File: config.mk
export PLATFORM = sky130hd
export DESIGN_NAME = pc_sequencer
export DESIGN_NICKNAME = d
export VERILOG_FILES = /design/src/rtl/pc_seq_pkg.sv /design/src/rtl/pc_target_calc.sv /design/src/rtl/pc_sequencer.sv
export SDC_FILE = /design/constraint.sdc
export NUM_CORES = 1
export LEC_CHECK = 0
export CAP_MARGIN = 30
export CORE_UTILIZATION = 30
export CTS_CLUSTER_DIAMETER = 40
export DETAILED_ROUTE_END_ITERATION = 12
export PLACE_DENSITY = 0.7
export SLEW_MARGIN = 0
export SYNTH_ARGS = -nofsm -noshare
export SYNTH_HDL_FRONTEND = slang
export SYNTH_SLANG_ARGS = --single-unit
File: constraint.sdc
create_clock -name clk -period 6.67 [get_ports clk]
set_input_delay 0.667 -clock clk [delete_from_list [all_inputs] [get_ports clk]]
set_output_delay 0.667 -clock clk [all_outputs]
set_load 0.03 [all_outputs]
File: src/rtl/pc_seq_pkg.sv
// Shared types and default vectors for the instruction-fetch next-PC sequencer.
package pc_seq_pkg;

    typedef enum logic [1:0] {
        ST_RESET_HOLD = 2'd0,
        ST_RUN        = 2'd1,
        ST_STALL      = 2'd2,
        ST_HALTED     = 2'd3
    } state_e;

    // Encoded in priority order so "higher priority" is a plain numeric compare.
    typedef enum logic [2:0] {
        RK_NONE   = 3'd0,
        RK_BRANCH = 3'd1,
        RK_JUMP   = 3'd2,
        RK_JR     = 3'd3,
        RK_EXC    = 3'd4
    } redirect_kind_e;

    localparam logic [31:0] DEF_RESET_VECTOR      = 32'h0000_0000;
    localparam logic [31:0] DEF_EXC_VECTOR        = 32'h0000_0080;
    localparam int          DEF_RESET_HOLD_CYCLES = 2;

endpackage

File: src/rtl/pc_target_calc.sv
// Combinational redirect target computation and priority selection
// (exception > jr > jump > branch > sequential).
module pc_target_calc
    import pc_seq_pkg::*;
#(
    parameter logic [31:0] EXC_VECTOR = DEF_EXC_VECTOR
) (
    input  logic [31:0]    current_pc,
    input  logic           branch_taken,
    input  logic [31:0]    branch_offset,
    input  logic           jump_en,
    input  logic [25:0]    jump_target,
    input  logic           jr_en,
    input  logic [31:0]    jr_target,
    input  logic           exception,
    output logic           misaligned,
    output redirect_kind_e sel_kind,
    output logic [31:0]    sel_target
);

    logic [31:0] pc4;
    logic [31:0] branch_tgt;
    logic [31:0] jump_tgt;

    assign pc4        = current_pc + 32'd4;
    assign branch_tgt = pc4 + {branch_offset[29:0], 2'b00};
    assign jump_tgt   = {pc4[31:28], jump_target, 2'b00};
    assign misaligned = jr_en && (jr_target[1:0] != 2'b00);

    // NOTE: every output gets a default first so no path through the
    // if-chain leaves a variable unassigned and infers a latch.
    always_comb begin
        sel_kind   = RK_NONE;
        sel_target = pc4;
        if (exception || misaligned) begin
            sel_kind   = RK_EXC;
            sel_target = EXC_VECTOR;
        end else if (jr_en) begin
            sel_kind   = RK_JR;
            sel_target = jr_target;
        end else if (jump_en) begin
            sel_kind   = RK_JUMP;
            sel_target = jump_tgt;
        end else if (branch_taken) begin
            sel_kind   = RK_BRANCH;
            sel_target = branch_tgt;
        end
    end

endmodule

File: src/rtl/pc_sequencer.sv
// Next-PC controller: reset hold, stall with deferred redirects, halt.
// Optional performance counters enabled by defining PC_SEQ_PERF_CNT_EN.
module pc_sequencer
    import pc_seq_pkg::*;
#(
    parameter logic [31:0] RESET_VECTOR      = DEF_RESET_VECTOR,
    parameter logic [31:0] EXC_VECTOR        = DEF_EXC_VECTOR,
    parameter int          RESET_HOLD_CYCLES = DEF_RESET_HOLD_CYCLES
) (
    input  logic        clk,
    input  logic        reset,
    input  logic [31:0] current_pc,
    input  logic        stall,
    input  logic        fetch_ready,
    input  logic        branch_taken,
    input  logic [31:0] branch_offset,
    input  logic        jump_en,
    input  logic [25:0] jump_target,
    input  logic        jr_en,
    input  logic [31:0] jr_target,
    input  logic        exception,
    input  logic        halt,
    output logic [31:0] next_pc,
    output logic        pc_freeze,
    output logic        fetch_valid,
    output logic        redirect_pending,
    output logic        misaligned_err,
    output logic        halted,
    output logic [31:0] retired_count,
    output logic [31:0] stall_count
);

    localparam int HOLD_W = (RESET_HOLD_CYCLES > 1) ? $clog2(RESET_HOLD_CYCLES) : 1;
    localparam logic [HOLD_W-1:0] HOLD_LAST = HOLD_W'(RESET_HOLD_CYCLES - 1);

    state_e         state_q, state_d;
    logic [HOLD_W-1:0] hold_cnt_q, hold_cnt_d;
    logic           pend_valid_q, pend_valid_d;
    redirect_kind_e pend_kind_q, pend_kind_d;
    logic [31:0]    pend_target_q, pend_target_d;

    logic           misaligned;
    redirect_kind_e sel_kind;
    logic [31:0]    sel_target;
    logic           go;

    pc_target_calc #(
        .EXC_VECTOR (EXC_VECTOR)
    ) u_target_calc (
        .current_pc    (current_pc),
        .branch_taken  (branch_taken),
        .branch_offset (branch_offset),
        .jump_en       (jump_en),
        .jump_target   (jump_target),
        .jr_en         (jr_en),
        .jr_target     (jr_target),
        .exception     (exception),
        .misaligned    (misaligned),
        .sel_kind      (sel_kind),
        .sel_target    (sel_target)
    );

    assign go               = !stall && fetch_ready;
    assign redirect_pending = pend_valid_q;

    always_comb begin
        state_d        = state_q;
        hold_cnt_d     = hold_cnt_q;
        pend_valid_d   = pend_valid_q;
        pend_kind_d    = pend_kind_q;
        pend_target_d  = pend_target_q;
        next_pc        = current_pc;
        pc_freeze      = 1'b1;
        fetch_valid    = 1'b0;
        misaligned_err = 1'b0;
        halted         = 1'b0;

        case (state_q)
            ST_RESET_HOLD: begin
                next_pc   = RESET_VECTOR;
                pc_freeze = 1'b0;
                if (hold_cnt_q == HOLD_LAST) begin
                    state_d    = ST_RUN;
                    hold_cnt_d = '0;
                end else begin
                    hold_cnt_d = hold_cnt_q + HOLD_W'(1);
                end
            end
            ST_RUN, ST_STALL: begin
                // A STALL release cycle behaves exactly like RUN, halt included.
                if (halt && (state_q == ST_RUN || go)) begin
                    state_d      = ST_HALTED;
                    pend_valid_d = 1'b0;
                    pend_kind_d  = RK_NONE;
                end else if (go) begin
                    state_d        = ST_RUN;
                    pc_freeze      = 1'b0;
                    fetch_valid    = 1'b1;
                    misaligned_err = misaligned;
                    next_pc        = pend_valid_q ? pend_target_q : sel_target;
                    pend_valid_d   = 1'b0;
                    pend_kind_d    = RK_NONE;
                end else begin
                    state_d        = ST_STALL;
                    misaligned_err = misaligned;
                    // Empty pending holds RK_NONE, so any live redirect wins from RUN.
                    if (sel_kind > pend_kind_q) begin
                        pend_valid_d  = 1'b1;
                        pend_kind_d   = sel_kind;
                        pend_target_d = sel_target;
                    end
                end
            end
            ST_HALTED: begin
                halted = 1'b1;
            end
            default: begin
                state_d = ST_RESET_HOLD;
            end
        endcase
    end

    // NOTE: sequential state uses non-blocking assignments so every flop
    // samples its _d value from before the edge, independent of order.
    always_ff @(posedge clk) begin
        if (reset) begin
            state_q       <= ST_RESET_HOLD;
            hold_cnt_q    <= '0;
            pend_valid_q  <= 1'b0;
            pend_kind_q   <= RK_NONE;
            pend_target_q <= '0;
        end else begin
            state_q       <= state_d;
            hold_cnt_q    <= hold_cnt_d;
            pend_valid_q  <= pend_valid_d;
            pend_kind_q   <= pend_kind_d;
            pend_target_q <= pend_target_d;
        end
    end

`ifdef PC_SEQ_PERF_CNT_EN
    logic [31:0] retired_q, retired_d;
    logic [31:0] stall_cnt_q, stall_cnt_d;
    logic        stall_cycle;

    // A STALL release cycle is a fetch, not a stall.
    assign stall_cycle = pc_freeze && (state_q == ST_RUN || state_q == ST_STALL);

    always_comb begin
        retired_d   = retired_q + 32'(fetch_valid);
        stall_cnt_d = stall_cnt_q + 32'(stall_cycle);
    end

    always_ff @(posedge clk) begin
        if (reset) begin
            retired_q   <= '0;
            stall_cnt_q <= '0;
        end else begin
            retired_q   <= retired_d;
            stall_cnt_q <= stall_cnt_d;
        end
    end

    assign retired_count = retired_q;
    assign stall_count   = stall_cnt_q;
`else
    assign retired_count = '0;
    assign stall_count   = '0;
`endif

endmodule

==> impl_metrics.py <==
metrics = {
    "route": {
        "wl_per_cell_um": 19.3,
        "dr.pass1.iters": 6,
        "drtIter0Drc": 577,
        "viasPerCell": 5.47,
        "antenna_left": 0,
        "route.vias.total": 6985,
        "drc": 0,
        "drt_wl_total_um": 24600,
    },
    "setup_path": {
        "path_cells": "clkdlybuf4s50_1 > nand4_1 > nor4_4 > nand3_1 > xnor2_1 > ha_1 > nand4_1 > nor2_1 > a221oi_1 > a31oi_1 > o31a_1 > nor3_1 > xnor2_1 > mux2i_1 > o21ai_0 > clkdlybuf4s50_1",
        "arrival_ns": 5.77,
        "crit_path_max_fanout": 6,
        "crit_slowest_cell": "clkdlybuf4s50_1",
        "max_stage_delay_ns": 0.73,
        "crit_path_start_kind": "primary input",
        "reg2reg_setup_slack_ns": 4.01,
        "crit_path_end_kind": "output pin",
        "cp.depth": 16,
        "reg2regPathDepth": 9,
        "crit_type": "primary input to output pin",
        "required_ns": 6.00,
        "crit_family": "simple AND/OR/NAND/NOR gates",
        "cp_num_buf_inv": 2,
    },
    "yosys": {
        "synth-edff-count": 0,
        "ys_seq_area_share_pct": 13.0,
        "syn_inst": 857,
        "synth_area_um2": 6010,
        "avgSynthCellArea_um2": 7.01,
        "ys_types": 79,
        "synth-warning-count": 0,
        "yosys_most_used_dff": "dfxtp_1",
        "yosys_register_bits": 39,
        "async_flop_share_pct": 0,
    },
    "clock_tree": {
        "ctsLongestPathBuffers": 2,
        "cts_buffers": 5,
        "postCtsSetupBuffers": 0,
        "hold_buffers": 0,
        "htreeDepth": 2,
        "tritoncts": "built",
        "clk_latency_ns": 0.29,
        "cts_root_buffer": "clkbuf_16",
        "clock-sinks": 39,
        "cts_resized": 0,
        "clkTransAtPathRegs_ns": 0.05,
    },
    "timing": {
        "max_freq_ghz": 0.155,
        "max_slew_margin_pct": 30.4,
        "fin_setup_tns_ns": 0,
        "period_needed_ns": 6.43,
        "setup_ws_ns": 0.236,
        "rsz0062_at_grt": "false",
        "finalClockSkew_ns": 0.0126,
        "fin_crit_sh_pct": 96.5,
        "hold_viol_final": 0,
        "max_slew.worst_pin.slew_ns": 1.04,
        "final-setup-viol-count": 0,
        "slew_viol_final": 0,
    },
    "floorplan": {
        "start_util_pct": 30.8,
        "die_x_um": 144,
        "dieHeight_um": 144,
        "io-pin-count": 232,
        "coreArea_um2": 19500,
        "die_area_um2": 20600,
        "num_rows": 51,
    },
    "grt": {
        "grt_first_pass_wirelength_um": 36300,
        "grt_pass1_vias": 6457,
        "antenna_found_initial": 0,
        "grt-ovfl-total": 0,
        "grt_usage_pct": 23.3,
        "grt_max_degree": 42,
    },
    "placement": {
        "dpl_cell_area_um2": 7740,
        "gp_congestion": 0.937,
        "io_buffer_count": 165,
        "dp_cells": 1268,
        "place_worst_setup_slack_ns": 0.228,
        "dpl.hpwl_um": 19600,
    },
    "cells_and_area": {
        "fill_cells": 2068,
        "area_growth_pct": 32.0,
        "fin_area_um2": 7930,
        "nets": 1184,
        "antennaDiodeCount": 0,
        "final_cells": 1276,
        "fin_util_pct": 40.6,
        "drive_gt1_share_pct": 5.44,
    },
    "run_status": {
        "status": "finished clean",
    },
    "worst_hold_path": {
        "min_path_cells": 2,
        "hold_class": "flip-flop to flip-flop",
    },
    "power": {
        "power.leakage_nw": 3.19,
        "ir_worst_vdd_mv": 0.165,
        "p_per_area_nw_per_um2": 248,
    },
    "job": {
        "drv_cap": 0,
    },
}
==> synth_stat cells (all sizes together) (6+ instances only) <==
master   n  area [um^2]
buf     73          556
a21oi   57          289
a22oi   20          150
dfxtp   39          781
a211oi   9         67.6
o21bai   6         45.0
nor4     7         73.8
inv     28          105
xor2    16          140
or3      8         50.1
a31oi    8         50.1
ha      42          526
mux2i   15          150
nand3   39          218
nor3    18         90.1
o31ai    9         72.6
and3    15         96.3
a32oi    6         52.6
nor2    79          297
o21a     9         67.6
a22o    12          105
nand2b  10         62.6
a21o    15          113
clkbuf  34          130
nand2   85          319
xnor2   25          226
o211ai  16          120
o21ai   74          370
nand4   12         75.1
==> report_power, final <==
part	leakage, nW	internal, mW	switching, mW
logic	2.79	0.505	0.823
clock network	0.0900	0.214	0.105
registers	0.316	0.276	0.0395
==> path summary, 6_finish.rpt <==
check                        start                end
setup / recovery     current_pc[7]        next_pc[31]
hold / removal    pend_target_q[0]   pend_target_q[0]
setup reg to reg    pend_kind_q[1]  pend_target_q[20]
hold reg to reg   pend_target_q[0]   pend_target_q[0]
==> placed cells by master (no fill, tap or decap), drive strengths merged, types with 4 or more instances in the layout <==
cell             n
a211oi           9
a21o            15
a21oi           57
a22o            12
a22oi           20
a31oi            8
a32oi            6
and2             5
and3            15
and4             5
buf             26
clkbuf           5
clkdlybuf4s50  164
conb            64
dfxtp           39
ha              42
inv             28
mux2i           15
nand2           85
nand2b          10
nand3           39
nand4           12
nor2            79
nor2b            5
nor3            18
nor4             7
o211a            5
o211ai          16
o21a             9
o21ai           74
o21bai           6
o31ai            9
o41ai            4
or3              8
or4              4
xnor2           25
xor2            16
==> state kept, by name, summed over array words and instances (netlist names) <==
signal / count
hold_cnt_q: 1
state_q: 2
pend_target_q: 32
pend_kind_q: 3
redirect_pending: 1
==> metal layers <==
metal  vias to the layer above  share of wire (%)  wire (um)  GRT usage, %
met1                      3202                 41      10200          29.9
met3                        50                 10       2460          4.67
met2                       397                 45      11100          38.1
met5                         -                  0          0             0
met4                         0                3.6        876          9.01
li1                       3336                  -          -             -
==> metrics by stage <==
| step | hold slack (ns) | power (mW) |
|---|---|---|
| after floorplan | 0.432 | 1.16 |
| after global placement | 0.438 | 1.62 |
| after detailed placement | 0.445 | 1.63 |
| after CTS | 0.453 | 1.95 |
| after global routing | 0.471 | 2.06 |
| final | 0.450 | 1.96 |
==> worst register-to-register path, stage by stage (launching register included) <==
cell,delay [ns]
dfxtp_1,0.35
inv_1,0.06
ha_1,0.29
a21o_1,0.11
a21oi_1,0.06
a31oi_1,0.23
nand3_1,0.49
buf_4,0.42
or4_1,0.41
o21ai_0,0.16
==> logic make-up (layout without fill, tap and decap cells) <==
logic type,count (synthesis),in the layout,synth area share (%)
AO/OA/AOI/OAI,281,281,31.2
XOR/XNOR,41,41,6.10
adder cells (fa/ha/maj),43,43,9.08
buffers and inverters,138,229,13.4
flip-flops,39,39,13.0
multiplexers,15,15,2.50
other,1,64,0.0624
AND/OR/NAND/NOR,299,299,24.6
==> area by class of cell <==
cell class | instances | area (um^2) | area share [%]
multi-input cells | 743 | 4670 | 58.8
repair buffers | 191 | 1850 | 23.3
flip-flops and latches | 39 | 781 | 9.84
well taps | 265 | 332 | 4.18
clock buffers | 5 | 125 | 1.58
inverters | 30 | 113 | 1.42
clock inverters | 3 | 67.6 | 0.852
(Power assumes the default switching activity.)
